===== src/rtl/fixed_point_issue_unit_if.sv =====
// Request/response bundle between a caller and fixed_point_issue_unit.
//
// Handshake rule for both channels: a transfer happens on a rising clk edge
// where valid && ready are both 1. The source holds valid and its payload
// stable until that edge. The sink may raise or lower ready at any time.
//
// Ports (signals):
//   req_valid, req_operation, req_operand_1, req_operand_2, req_tag : caller -> unit
//   req_ready                                                      : unit -> caller
//   rsp_valid, rsp_result, rsp_tag, rsp_timeout                    : unit -> consumer
//   rsp_ready                                                      : consumer -> unit
// Modports:
//   master : the caller/consumer side
//   slave  : the issue unit side
interface fixed_point_issue_unit_if #(
   parameter int WIDTH     = 32,
   parameter int TAG_WIDTH = 4
);
   logic                 req_valid;
   logic                 req_ready;
   logic [1:0]           req_operation;
   logic [WIDTH-1:0]     req_operand_1;
   logic [WIDTH-1:0]     req_operand_2;
   logic [TAG_WIDTH-1:0] req_tag;

   logic                 rsp_valid;
   logic                 rsp_ready;
   logic [WIDTH-1:0]     rsp_result;
   logic [TAG_WIDTH-1:0] rsp_tag;
   logic                 rsp_timeout;

   modport master (
      output req_valid, req_operation, req_operand_1, req_operand_2, req_tag,
      input  req_ready,
      input  rsp_valid, rsp_result, rsp_tag, rsp_timeout,
      output rsp_ready
   );

   modport slave (
      input  req_valid, req_operation, req_operand_1, req_operand_2, req_tag,
      output req_ready,
      output rsp_valid, rsp_result, rsp_tag, rsp_timeout,
      input  rsp_ready
   );
endinterface


===== src/rtl/fixed_point_issue_unit.sv =====
// Request sequencer in front of the fixed-point unit (FPU).
// Requests are buffered in a 2-entry FIFO. One request at a time is driven
// into the FPU. The unit waits for a trustworthy fpu_ready and gives up after
// TIMEOUT wait cycles. The result is returned with the request tag.
//
// Ports:
//   clk            rising-edge clock
//   reset          synchronous, active-low reset
//   bus            request/response handshakes (fixed_point_issue_unit_if.slave)
//   fpu_operand_1  operand 1 to the FPU; holds its last value outside ISSUE/WAIT
//   fpu_operand_2  operand 2 to the FPU; holds its last value outside ISSUE/WAIT
//   fpu_operation  operation to the FPU; FPU_ADD outside ISSUE/WAIT
//   fpu_result     result from the FPU
//   fpu_ready      ready from the FPU
//   busy           FSM not idle, or FIFO not empty
//   state_dbg      current FSM state (IDLE=0, ISSUE=1, WAIT=2, RESP=3)
module fixed_point_issue_unit #(
   parameter int WIDTH     = 32,
   parameter int TAG_WIDTH = 4,
   parameter int MIN_WAIT  = 2,
   parameter int TIMEOUT   = 64
) (
   input  logic                 clk,
   input  logic                 reset,
   fixed_point_issue_unit_if.slave bus,
   output logic [WIDTH-1:0]     fpu_operand_1,
   output logic [WIDTH-1:0]     fpu_operand_2,
   output logic [1:0]           fpu_operation,
   input  logic [WIDTH-1:0]     fpu_result,
   input  logic                 fpu_ready,
   output logic                 busy,
   output logic [1:0]           state_dbg
);

   localparam logic [1:0] FPU_ADD  = 2'd0;
   localparam logic [1:0] FPU_SUB  = 2'd1;
   localparam logic [1:0] FPU_MUL  = 2'd2;
   localparam logic [1:0] FPU_SQRT = 2'd3;

   localparam logic [1:0] IDLE  = 2'd0;
   localparam logic [1:0] ISSUE = 2'd1;
   localparam logic [1:0] WAIT  = 2'd2;
   localparam logic [1:0] RESP  = 2'd3;

   localparam int               CNT_W    = $clog2(TIMEOUT) + 1;
   localparam logic [CNT_W-1:0] LAST_CNT = CNT_W'(TIMEOUT - 1);
   localparam logic [CNT_W-1:0] MIN_CNT  = CNT_W'(MIN_WAIT);

   logic [1:0]           state;

   // FIFO storage and pointers
   logic [1:0]           fifo_op   [2];
   logic [WIDTH-1:0]     fifo_opa  [2];
   logic [WIDTH-1:0]     fifo_opb  [2];
   logic [TAG_WIDTH-1:0] fifo_tag  [2];
   logic                 wr_ptr;
   logic                 rd_ptr;
   logic [1:0]           count;
   logic                 full;
   logic                 empty;
   logic                 push;
   logic                 pop;

   // Issued request
   logic [1:0]           iss_op;
   logic [WIDTH-1:0]     iss_opa;
   logic [WIDTH-1:0]     iss_opb;
   logic [TAG_WIDTH-1:0] iss_tag;

   logic [CNT_W-1:0]     wait_cnt;
   logic                 slow_op;
   logic                 honoured;

   logic [WIDTH-1:0]     rsp_result_q;
   logic [TAG_WIDTH-1:0] rsp_tag_q;
   logic                 rsp_timeout_q;

   assign full  = (count == 2'd2);
   assign empty = (count == 2'd0);
   // req_ready depends only on "full". A pop in the same cycle does not free a slot early.
   assign push  = bus.req_valid && !full;
   assign pop   = (state == IDLE) && !empty;

   // MUL and SQRT can leave ready high from the previous operation, so their
   // first MIN_WAIT wait cycles ignore fpu_ready.
   always_comb begin
      slow_op = 1'b1;
      case (iss_op)
         FPU_ADD, FPU_SUB:  slow_op = 1'b0;
         FPU_MUL, FPU_SQRT: slow_op = 1'b1;
         default:           slow_op = 1'b1;
      endcase
   end

   assign honoured = fpu_ready && (!slow_op || (wait_cnt >= MIN_CNT));

   always_ff @(posedge clk) begin
      if (!reset) begin
         wr_ptr <= 1'b0;
         rd_ptr <= 1'b0;
         count  <= 2'd0;
      end else begin
         if (push) wr_ptr <= ~wr_ptr;
         if (pop)  rd_ptr <= ~rd_ptr;
         case ({push, pop})
            2'b10:   count <= count + 2'd1;
            2'b01:   count <= count - 2'd1;
            default: count <= count;
         endcase
      end
   end

   // Payload storage needs no reset. The pointers and count qualify it.
   always_ff @(posedge clk) begin
      if (push) begin
         fifo_op[wr_ptr]  <= bus.req_operation;
         fifo_opa[wr_ptr] <= bus.req_operand_1;
         fifo_opb[wr_ptr] <= bus.req_operand_2;
         fifo_tag[wr_ptr] <= bus.req_tag;
      end
   end

   always_ff @(posedge clk) begin
      if (!reset) begin
         state         <= IDLE;
         iss_op        <= FPU_ADD;
         iss_opa       <= '0;
         iss_opb       <= '0;
         iss_tag       <= '0;
         wait_cnt      <= '0;
         rsp_result_q  <= '0;
         rsp_tag_q     <= '0;
         rsp_timeout_q <= 1'b0;
      end else begin
         case (state)
            IDLE: begin
               if (pop) begin
                  iss_op  <= fifo_op[rd_ptr];
                  iss_opa <= fifo_opa[rd_ptr];
                  iss_opb <= fifo_opb[rd_ptr];
                  iss_tag <= fifo_tag[rd_ptr];
                  state   <= ISSUE;
               end
            end
            ISSUE: begin
               wait_cnt <= '0;
               state    <= WAIT;
            end
            WAIT: begin
               // A ready that is honoured on the last cycle takes priority over the timeout.
               if (honoured) begin
                  rsp_result_q  <= fpu_result;
                  rsp_timeout_q <= 1'b0;
                  rsp_tag_q     <= iss_tag;
                  state         <= RESP;
               end else if (wait_cnt == LAST_CNT) begin
                  rsp_result_q  <= '0;
                  rsp_timeout_q <= 1'b1;
                  rsp_tag_q     <= iss_tag;
                  state         <= RESP;
               end else begin
                  wait_cnt <= wait_cnt + CNT_W'(1);
               end
            end
            RESP: begin
               if (bus.rsp_ready) state <= IDLE;
            end
            default: state <= IDLE;
         endcase
      end
   end

   assign bus.req_ready   = !full;
   assign bus.rsp_valid   = (state == RESP);
   assign bus.rsp_result  = rsp_result_q;
   assign bus.rsp_tag     = rsp_tag_q;
   assign bus.rsp_timeout = rsp_timeout_q;

   // Outside ISSUE/WAIT the FPU sees ADD. A held MUL/SQRT code would otherwise
   // start the FPU again.
   assign fpu_operation = ((state == ISSUE) || (state == WAIT)) ? iss_op : FPU_ADD;
   assign fpu_operand_1 = iss_opa;
   assign fpu_operand_2 = iss_opb;

   assign busy      = (state != IDLE) || !empty;
   assign state_dbg = state;

endmodule


===== src/flat_wrapper.sv =====
// flat-port wrapper written by rule: the top's interface ports become plain ports
module fixed_point_issue_unit_flat 
#(
   parameter int WIDTH     = 32,
   parameter int TAG_WIDTH = 4,
   parameter int MIN_WAIT  = 2,
   parameter int TIMEOUT   = 64
)
  (clk, reset, fpu_operand_1, fpu_operand_2, fpu_operation, fpu_result, fpu_ready, busy, state_dbg, bus_req_valid, bus_req_operation, bus_req_operand_1, bus_req_operand_2, bus_req_tag, bus_req_ready, bus_rsp_valid, bus_rsp_result, bus_rsp_tag, bus_rsp_timeout, bus_rsp_ready);
  fixed_point_issue_unit_if #(.WIDTH(WIDTH), .TAG_WIDTH(TAG_WIDTH)) bus_i ();
  input  logic clk;
  input  logic reset;
  output logic [WIDTH-1:0] fpu_operand_1;
  output logic [WIDTH-1:0] fpu_operand_2;
  output logic [1:0] fpu_operation;
  input  logic [WIDTH-1:0] fpu_result;
  input  logic fpu_ready;
  output logic busy;
  output logic [1:0] state_dbg;
  input wire logic [$bits(bus_i.req_valid)-1:0] bus_req_valid;
  input wire logic [$bits(bus_i.req_operation)-1:0] bus_req_operation;
  input wire logic [$bits(bus_i.req_operand_1)-1:0] bus_req_operand_1;
  input wire logic [$bits(bus_i.req_operand_2)-1:0] bus_req_operand_2;
  input wire logic [$bits(bus_i.req_tag)-1:0] bus_req_tag;
  output wire logic [$bits(bus_i.req_ready)-1:0] bus_req_ready;
  output wire logic [$bits(bus_i.rsp_valid)-1:0] bus_rsp_valid;
  output wire logic [$bits(bus_i.rsp_result)-1:0] bus_rsp_result;
  output wire logic [$bits(bus_i.rsp_tag)-1:0] bus_rsp_tag;
  output wire logic [$bits(bus_i.rsp_timeout)-1:0] bus_rsp_timeout;
  input wire logic [$bits(bus_i.rsp_ready)-1:0] bus_rsp_ready;
  assign bus_i.req_valid = bus_req_valid;
  assign bus_i.req_operation = bus_req_operation;
  assign bus_i.req_operand_1 = bus_req_operand_1;
  assign bus_i.req_operand_2 = bus_req_operand_2;
  assign bus_i.req_tag = bus_req_tag;
  assign bus_req_ready = bus_i.req_ready;
  assign bus_rsp_valid = bus_i.rsp_valid;
  assign bus_rsp_result = bus_i.rsp_result;
  assign bus_rsp_tag = bus_i.rsp_tag;
  assign bus_rsp_timeout = bus_i.rsp_timeout;
  assign bus_i.rsp_ready = bus_rsp_ready;
  fixed_point_issue_unit #(.WIDTH(WIDTH), .TAG_WIDTH(TAG_WIDTH), .MIN_WAIT(MIN_WAIT), .TIMEOUT(TIMEOUT)) u_core (.clk(clk), .reset(reset), .bus(bus_i), .fpu_operand_1(fpu_operand_1), .fpu_operand_2(fpu_operand_2), .fpu_operation(fpu_operation), .fpu_result(fpu_result), .fpu_ready(fpu_ready), .busy(busy), .state_dbg(state_dbg));
endmodule

===== config.mk =====
export PLATFORM = sky130hd
export DESIGN_NAME = fixed_point_issue_unit_flat
export DESIGN_NICKNAME = d
export VERILOG_FILES = /design/src/rtl/fixed_point_issue_unit_if.sv /design/src/rtl/fixed_point_issue_unit.sv /design/src/flat_wrapper.sv
export SDC_FILE = /design/constraint.sdc
export NUM_CORES = 1
export LEC_CHECK = 0
export BUFFER_PORTS_ARGS = -buffer_cell sky130_fd_sc_hd__buf_2
export CAP_MARGIN = 20
export CORE_ASPECT_RATIO = 0.9
export CORE_MARGIN = 2
export CORE_UTILIZATION = 38
export DETAILED_ROUTE_END_ITERATION = 7
export SYNTH_ARGS = -nofsm -noshare
export SYNTH_HDL_FRONTEND = slang
export SYNTH_SLANG_ARGS = --single-unit

===== constraint.sdc =====
create_clock -name clk -period 6.1 [get_ports clk]
set_input_delay 1.22 -clock clk [delete_from_list [all_inputs] [get_ports clk]]
set_output_delay 1.22 -clock clk [all_outputs]
set_load 0.05 [all_outputs]

==> summary.md, run 1 <==
| Metric | Value |
|---|---|
| R2R Path Start | u_core.wait_cnt[1] |
| Final WL | 18800 um |
| Synth top cells by count | edfxtp_1, dfxtp_1, nor2_1 |
| Die W | 168 um |
| Max-slew violation count | 0 |
| Synth Register Bits | 260 |
| Bufs and invs on worst path | 2 |
| Arrival time of the worst setup path | 2.06 ns |
| Hold Path Class | flop to flop |
| Period utilization | 53.8% |
| Critical path depth in cells | 4 |
| Remaining Overflow, GRT | 0 |
| Initial Util | 38.4% |
| Filler cells | 2186 |
| Top cells by area, synth | edfxtp_1, dfxtp_1, mux2i_1 |
| Final hold vios | 0 |
| Reg2reg setup slack | 3.54 ns |
| Pleak | 4.41 nW |
| Clock buffer depth | 3 |
| Post-synth cell types | 44 |
| Top-count cell post-synth | edfxtp_1 |
| Setup Viol. Count Final | 0 |
| Worst setup path start | u_core.state_dbg[1] |
| Worst slew margin | 32.0% |
| Area Growth Syn to Fin | 25.3% |
| Largest area contributor in the netlist | edfxtp_1 |
| Pwr dens | 553 mW/mm2 |
| CP max stage delay | 0.53 ns |
| Status | finished, final reports clean |
| CP Capture Type | primary output |
| Final min period | 3.28 ns |
| Max Cap Viol | 0 |
| Via count | 5863 |
| # DRC | 0 |
| Chip height | 152 um |
| Worst Setup Path Type | flop to primary output |
| PortBufs | 214 |
| Full die area | 0.0256 mm2 |
| Power share of the clock group | 26.2% |
| Antenna Violating Nets Remaining | 0 |
| Critical path peak fanout | 13 |
| Root Buffer | clkbuf_16 |
| Fmax | 0.304 GHz |
| Worst r2r dst | u_core.bus.rsp_result[6] |
| Switching Share | 39.1% |
| CTS tree | done |
| Syn_area_per_cell | 14.3 um2 |
| Post-CTS sizing | 0 |
| # rows | 54 |
| CTS H-tree lvls | 1 |
| Vias in the first global route | 5745 |
| Largest net degree at the start of global routing | 95 |
| Syn Nets | 759 |
| Syn. warnings | 0 |
| RSZ-0062 raised after global routing | false |
| Vias per cell | 4.96 |
| Dominant synthesized flop cell | edfxtp_1 |
| CP max stage cell | ha_1 |
| First-pass GRT wire length | 30200 um |
| Post-Syn Instances | 645 |
| Logic pwr share | 34.4% |
| Peak VDD IR | 0.298 mV |
| CTS buffer count | 27 |
| Detailed Route Iter0 Violations | 301 |
| Crit path capture | fpu_operation[1] |
| Ys async rst share | 0% |
| Worst-path clk slew | 0.06 ns |
| Gpl congestion | 0.743 |
| Net Switching | 2.51 mW |
| Post-Synthesis Cell Area | 0.00924 mm2 |
| Overall routing resource usage | 14.6% |
| IO Pins | 215 |
| DR WL/cell | 16.0 um |
| Cells along the critical path | inv_1 -> ha_1 -> and2_1 -> buf_2 |
| Setup_tns | 0 ns |
| Core area | 0.0241 mm2 |
| # hold bufs at CTS | 0 |
| Top-area cell type share of the netlist area | 45.5% |
| Share of layout cells above drive strength 1 | 32.0% |
| Least-Margin Pin Slew | 1.02 ns |
| Clock Sinks | 260 |
| DR pass1 iterations | 4 |
| P_int | 3.90 mW |
| CP top delay family | adder cells |
| Nets | 963 |
| Startpoint Class | flop |
| Initial antenna violation count | 5 |
| Sequential share of the synthesized area | 71.5% |
| Hold Slack | 0.460 ns |
| Clk_lat worst skew | 0.55 ns |
| Setup Fix Bufs, Post-CTS | 0 |
| Worst R2R Path Depth | 6 |
| Sequential power share | 39.4% |
| Dpl hpwl | 11600 um |
| WP data required | 4.88 ns |
| Clk_skew | 0.0198 ns |
| EDFF count, synth | 140 |
## per-layer routing
| metal | global-route usage (%) | wire length (um) | vias up |
|---|---|---|---|
| met4 | 3.16 | 299 | 4 |
| met3 | 5.50 | 1720 | 32 |
| met5 | 0 | 25 | - |
| met1 | 18.5 | 8330 | 2774 |
| li1 | - | - | 2863 |
| met2 | 23.9 | 8460 | 190 |
## cells in the final DEF (no fill, tap or decap), types with 2 or more instances in the layout
| master | instances |
|---|---|
| buf_2 | 214 |
| edfxtp_1 | 140 |
| dfxtp_1 | 119 |
| nor2_1 | 76 |
| mux2i_1 | 75 |
| a211oi_1 | 70 |
| a32o_1 | 32 |
| clkbuf_16 | 28 |
| nand2_1 | 18 |
| ha_1 | 7 |
| clkinv_2 | 6 |
| buf_4 | 6 |
| nand2b_1 | 5 |
| inv_1 | 5 |
| clkbuf_8 | 5 |
| a21oi_1 | 4 |
| clkinvlp_4 | 4 |
| diode_2 | 3 |
| o31ai_1 | 3 |
| bufinv_16 | 3 |
| and2_1 | 2 |
| nor4_1 | 2 |
| nand3_1 | 2 |
| o31a_1 | 2 |
| or4_1 | 2 |
| o311ai_0 | 2 |
| a31oi_1 | 2 |
| xor2_1 | 2 |
| o21ai_0 | 2 |
| xnor2_1 | 2 |
| clkbuf_1 | 2 |
| clkinv_1 | 2 |
## cell type report
cell class	instances	area (um2)	area share, %
Multi-Input combinational cell	331	2440	21.1
Inverter	6	22.5	0.195
Clock buffer	34	752	6.50
Clock inverter	16	178	1.53
Antenna cell	3	7.51	0.0648
Sequential cell	260	6610	57.1
Timing Repair Buffer	223	1180	10.2
Tap cell	308	385	3.33
## worst min path at each step
stage | slack [ns] | depth (start not counted) | from | endpoint
CTS | 0.46 | 2 | u_core.iss_tag[1] | u_core.bus.rsp_tag[1]
global placement | 0.45 | 2 | u_core.iss_tag[1] | u_core.bus.rsp_tag[1]
global route | 0.48 | 2 | u_core.iss_tag[2] | u_core.bus.rsp_tag[2]
detailed placement | 0.46 | 2 | u_core.bus.rsp_tag[0] | u_core.bus.rsp_tag[0]
floorplan | 0.44 | 2 | u_core.iss_tag[0] | u_core.bus.rsp_tag[0]
finish | 0.46 | 2 | u_core.iss_tag[2] | u_core.bus.rsp_tag[2]
## worst min-delay path: stages (launching register included)
cell and delay [ns]:
dfxtp_1 0.31, nand2_1 0.05, mux2i_1 0.05
## sequential cells by signal, summed over array words and instances (netlist names)
register,flops
u_core.state_dbg,2
u_core.fifo_tag,8
u_core.count,2
u_core.bus.rsp_result,32
u_core.fpu_operand_1,32
u_core.iss_tag,4
u_core.rd_ptr,1
u_core.bus.rsp_tag,4
u_core.fifo_opb,64
u_core.iss_op,2
u_core.fpu_operand_2,32
u_core.wait_cnt,7
u_core.fifo_op,4
u_core.wr_ptr,1
u_core.bus.rsp_timeout,1
u_core.fifo_opa,64
## power by group through the flow
stage / Combinational, mW / Clock [mW] / Sequential (mW)
finish: 2.20 / 1.68 / 2.53
global placement: 2.21 / 0 / 2.56
detailed placement: 2.23 / 0 / 2.56
CTS: 2.23 / 1.73 / 2.53
floorplan: 0.883 / 0 / 3.37
global route: 2.36 / 1.81 / 2.58
## per-stage QoR
step / util, % / cells / setup WS (ns) / power (mW) / area, um2
after CTS: 47.9 / 1176 / 2.77 / 6.50 / 11500
after global routing: 48.1 / 1178 / 2.71 / 6.75 / 11600
final: 48.1 / 1181 / 2.82 / 6.41 / 11600
after global placement: 44.0 / 1125 / 2.68 / 4.77 / 10600
after detailed placement: 44.0 / 1126 / 2.62 / 4.79 / 10600
after floorplan: - / 645 / 1.34 / 4.25 / 9240
## logic make-up (layout without fill, tap and decap cells)
family | Yosys count | count (layout) | synth area share [%]
compound gates | 127 | 127 | 11.1
xor+xnor | 4 | 4 | 0.379
fa+ha+maj | 7 | 7 | 0.948
buf+inv | 54 | 279 | 2.33
flops | 260 | 260 | 71.5
mux | 75 | 75 | 8.13
other cells | 0 | 3 | 0
simple gates | 118 | 118 | 5.59
Note: power is estimated with default switching activity, not from simulation.
==> inputs of run 2 (changes only) <==
- ABC_AREA: unset -> 1
- clock period: 6.1 -> 3.4 ns (I/O delays scaled with it)
==> summary.md, run 2 <==
| Metric | Value |
|---|---|
| Area Growth Syn to Fin | 24.1% |
| Startpoint Class | flop |
| Worst-path clk slew | 0.06 ns |
| Post-Syn Instances | 822 |
| Ys async rst share | 0% |
| CTS buffer count | 28 |
| Root Buffer | clkbuf_16 |
| Final WL | 20700 um |
| First-pass GRT wire length | 32500 um |
| Largest area contributor in the netlist | edfxtp_1 |
| Overall routing resource usage | 15.7% |
| Final Non-Filler Cells | 1354 |
| Final hold vios | 0 |
| Met1 Use GR | 20.4% |
| Pwr dens | 920 mW/mm2 |
| Largest net degree at the start of global routing | 143 |
| Synth Register Bits | 260 |
| Worst slack, placed | 1.39 ns |
| Setup Viol. Count Final | 0 |
| Sequential share of the synthesized area | 71.4% |
| Top-area cell type share of the netlist area | 45.4% |
| # hold bufs at CTS | 0 |
| Dpl hpwl | 12000 um |
| Clock buffer depth | 3 |
| Nets | 1137 |
| # rows | 54 |
| Clk_lat worst skew | 0.54 ns |
| Remaining Overflow, GRT | 0 |
| Vias in the first global route | 6104 |
| Syn Nets | 936 |
| Core area | 0.0241 mm2 |
| Via count | 6526 |
| PortBufs | 214 |
| Cells after DPL | 1301 |
| Arrival time of the worst setup path | 1.88 ns |
| # DRC | 0 |
| Setup Fix Bufs, Post-CTS | 0 |
| Setup ws final | 0.840 ns |
| Hold Path Class | input port to flop |
| CTS tree | done |
| Status | finished, final reports clean |
| Commonest non-fill, non-tap cell in the layout | nand2_1 |
| Post-Synthesis Cell Area | 0.00926 mm2 |
| IO Pins | 215 |
| Antenna Violating Nets Remaining | 0 |
| Syn. warnings | 0 |
| Pleak | 4.68 nW |
| Critical path peak fanout | 9 |
| Setup_tns | 0 ns |
| Clk_skew | 0.0257 ns |
| Dominant synthesized flop cell | edfxtp_1 |
| Peak VDD IR | 0.509 mV |
| Max Cap Viol | 0 |
| Syn_area_per_cell | 11.3 um2 |
| GRT Max-Usage Layer | met2 |
| Detailed Route Iter0 Violations | 414 |
| Worst slew margin | 43.0% |
| Worst Setup Path Type | flop to primary output |
| Gpl congestion | 0.771 |
| Max-slew violation count | 0 |
| Initial antenna violation count | 3 |
| Synth top cells by count | nand2_1, edfxtp_1, dfxtp_1 |
| Routing usage on met3 | 4.32% |
| Vias per cell | 4.82 |
| Die W | 169 um |
| RSZ-0062 raised after global routing | false |
| Most frequent cells in the layout | nand2_1, buf_2, edfxtp_1 |
| Initial Util | 38.4% |
| GR Util met2 | 26.1% |
| CTS H-tree lvls | 1 |
| CP Capture Type | primary output |
| Period utilization | 75.3% |
| DR pass1 iterations | 5 |
| Top cells by area, synth | edfxtp_1, dfxtp_1, nand2_1 |
| Full die area | 0.0256 mm2 |
| Fmax | 0.391 GHz |
| Least-Margin Pin Slew | 0.856 ns |
| EDFF count, synth | 140 |
| Share of layout cells above drive strength 1 | 26.9% |
| Regs by FF count | u_core.fifo_opa (64), u_core.fifo_opb (64) |
| Post-CTS sizing | 0 |
| WP data required | 2.72 ns |
| Post-synth cell types | 29 |
| Chip height | 152 um |
| DR WL/cell | 15.3 um |
| Final min period | 2.56 ns |
| Clock Sinks | 260 |
| Top-count cell post-synth | nand2_1 |
-- run 2: power by group --
part	internal (mW)	switching [mW]	total [mW]
sequential	3.94	0.230	4.17
combinational	0.825	2.70	3.53
clock	1.70	1.17	2.86
total	6.46	4.10	10.6
-- run 2: cell type report --
type | count | area [um2]
Fill cell | 2225 | 12600
Sequential cell | 260 | 6610
Multi-Input combinational cell | 483 | 2320
Timing Repair Buffer | 222 | 1170
Clock buffer | 45 | 846
Tap cell | 308 | 385
Inverter | 28 | 108
Clock inverter | 6 | 42.5
Antenna cell | 2 | 5.00
-- run 2: cells by family (layout without fill, tap and decap cells) --
group                    after synthesis  count (layout)  share of synthesized area (%)
other                                  0               2                              0
adder cells (fa/ha/maj)                7               7                          0.946
flip-flops                           260             260                           71.4
buffers and inverters                 79             301                           3.80
AND/OR/NAND/NOR                      280             280                           12.2
AO/OA/AOI/OAI                        196             196                           11.7
-- run 2: metrics by stage --
step,hold slack [ns],total power [mW],instance area [um2],utilization [%]
after floorplan,0.449,6.88,9260,-
after global placement,0.441,7.77,10600,43.9
after detailed placement,0.451,7.83,10600,43.9
after CTS,0.292,10.7,11500,47.6
after global routing,0.297,11.2,11500,47.6
final,0.324,10.6,11500,47.6
-- run 2: final timing paths --
check	startpoint	end	slack (ns)	cells past startpoint
hold reg to reg	u_core.bus.rsp_result[23]	u_core.bus.rsp_result[23]	0.46	2
hold / removal	bus_req_operand_1[28]	u_core.fifo_opa[0][28]	0.32	1
setup reg to reg	u_core.state_dbg[0]	u_core.bus.rsp_result[22]	1.55	6
setup / recovery	u_core.state_dbg[0]	fpu_operation[0]	0.84	5
-- run 2: critical path, cell delays in order, from the launching register on --
cell and delay, ns:
dfxtp_1 0.38, inv_1 0.09, ha_1 0.50, nand2_1 0.09, inv_1 0.05, buf_2 0.25
-- run 2: routing by layer --
| metal | wire length (um) | share of wire, % |
|---|---|---|
| met5 | 7 | 0.034 |
| met4 | 488 | 2.4 |
| met3 | 1490 | 7.2 |
| met2 | 9490 | 46 |
| met1 | 9270 | 45 |
==> inputs of run 3 (changes only) <==
- clock period: 3.4 -> 2.2 ns (I/O delays scaled with it)
==> summary.md, run 3 (synthesis results as in run 2) <==
| Metric | Value |
|---|---|
| Vias in the first global route | 6038 |
| # DRC | 0 |
| IO Pins | 215 |
| Largest net degree at the start of global routing | 97 |
| Fmax | 0.487 GHz |
| DR pass1 iterations | 4 |
| Worst R2R Path Depth | 6 |
| Logic pwr share | 33.9% |
| Max Cap Viol | 0 |
| RSZ-0062 raised after global routing | false |
| Initial antenna violation count | 3 |
| CTS H-tree lvls | 1 |
| Max-slew violation count | 0 |
| Pwr dens | 1420 mW/mm2 |
| Area Growth Syn to Fin | 26.2% |
| P_int | 10.3 mW |
| DR WL/cell | 14.8 um |
| Initial Util | 38.4% |
| Via count | 6563 |
| Regs by FF count | u_core.fifo_opa (64), u_core.fifo_opb (64) |
| Commonest non-fill, non-tap cell in the layout | nand2_1 |
| Clock Sinks | 260 |
| Net Switching | 6.35 mW |
| Antenna Violating Nets Remaining | 0 |
| Clk_skew | 0.00820 ns |
| Worst Setup Path Type | flop to primary output |
| Setup Viol. Count Final | 0 |
| Worst slew margin | 64.1% |
| Detailed Route Iter0 Violations | 440 |
| Final WL | 20200 um |
| Status | finished, final reports clean |
| Hold path depth | 1 |
| Nets | 1146 |
| Sequential power share | 38.9% |
| Startpoint Class | flop |
| Chip height | 152 um |
| Hold Path Class | input port to flop |
| Final hold vios | 0 |
| Least-Margin Pin Slew | 0.537 ns |
| Arrival time of the worst setup path | 1.61 ns |
| Clock buffer depth | 3 |
| Vias per cell | 4.81 |
| Share of layout cells above drive strength 1 | 28.2% |
| Die W | 169 um |
| Gpl congestion | 0.776 |
| Peak VDD IR | 0.846 mV |
| Root Buffer | clkbuf_16 |
| Most frequent cells in the layout | nand2_1, buf_2, edfxtp_1 |
| Pleak | 4.77 nW |
| Dpl hpwl | 12700 um |
| Remaining Overflow, GRT | 0 |
| Core area | 0.0241 mm2 |
| Setup_tns | 0 ns |
| Design Area, Final | 0.0117 mm2 |
| Period utilization | 93.2% |
| Overall routing resource usage | 15.4% |
| CTS buffer count | 27 |
| Switching Share | 38.2% |
| First-pass GRT wire length | 31900 um |
| CP Capture Type | primary output |
| Final min period | 2.05 ns |
| Worst-path clk slew | 0.06 ns |
| WP data required | 1.76 ns |
| CTS tree | done |
| Area of placed instances | 0.0108 mm2 |
| # rows | 54 |
| Power share of the clock group | 27.2% |
| Full die area | 0.0256 mm2 |
| Critical path peak fanout | 9 |
| Clk_lat worst skew | 0.52 ns |
| PortBufs | 214 |
-- run 3: cell count changes in the layout (fill, tap and decap cells not counted), sizes merged --
cell	previous run	this run
bufinv	0	3
inv	29	28
buf	222	232
clkinvlp	0	1
clkinv	5	8
clkbuf	45	37
diode	2	4
-- run 3: critical path, stage by stage (launching register included) --
cell and delay, ns:
dfxtp_2 0.36, inv_1 0.09, ha_4 0.33, nand2_1 0.07, inv_1 0.05, buf_4 0.18
-- run 3: layout make-up --
class | instances | area, um2
Antenna cell | 4 | 10.0
Clock buffer | 37 | 763
Clock inverter | 12 | 133
Fill cell | 2196 | 12400
Inverter | 28 | 108
Multi-Input combinational cell | 483 | 2350
Sequential cell | 260 | 6610
Tap cell | 308 | 385
Timing Repair Buffer | 232 | 1320
-- run 3: stage by stage --
step | hold slack, ns | util (%) | cells | setup WS (ns) | power [mW]
global route | 0.0820 | 48.4 | 1360 | 0.0349 | 17.6
floorplan | 0.449 | - | 822 | 0.0192 | 10.7
detailed placement | 0.451 | 44.6 | 1311 | 0.439 | 12.2
finish | 0.108 | 48.5 | 1364 | 0.149 | 16.6
global placement | 0.445 | 44.6 | 1311 | 0.465 | 12.1
CTS | 0.0764 | 48.4 | 1360 | 0.0302 | 16.8
-- run 3: worst paths after layout --
| check | to | from | slack [ns] |
|---|---|---|---|
| max | fpu_operation[1] | u_core.state_dbg[1] | 0.15 |
| min | u_core.fifo_opb[0][31] | bus_req_operand_2[31] | 0.11 |
| max reg2reg | u_core.bus.rsp_result[27] | u_core.state_dbg[0] | 0.36 |
| min reg2reg | u_core.bus.rsp_result[15] | u_core.bus.rsp_result[15] | 0.46 |
-- run 3: layer usage --
metal  track usage [%]  vias up  part of all wire [%]
met5                 0        -                     0
met4              3.78        0                   2.2
met3              4.32       38                   7.4
met2              24.9      197                    45
met1              20.7     3027                    45
li1                  -     3301                     -
-- run 3: timing repair --
item	4_1_cts	5_1_grt
hold buffers	0	0
setup buffers	0	0
hold endpoints to repair	0	0
endpoints found under the setup margin	2	3
gates resized for setup	3	2
-- run 3: power groups by stage --
stage | clock network, mW | logic [mW] | registers, mW
6_report | 4.53 | 5.63 | 6.47
4_1_cts | 4.67 | 5.68 | 6.47
5_1_grt | 4.88 | 6.20 | 6.56
3_3_place_gp | 0 | 5.58 | 6.55
3_5_place_dp | 0 | 5.65 | 6.56
2_1_floorplan | 0 | 2.64 | 8.02
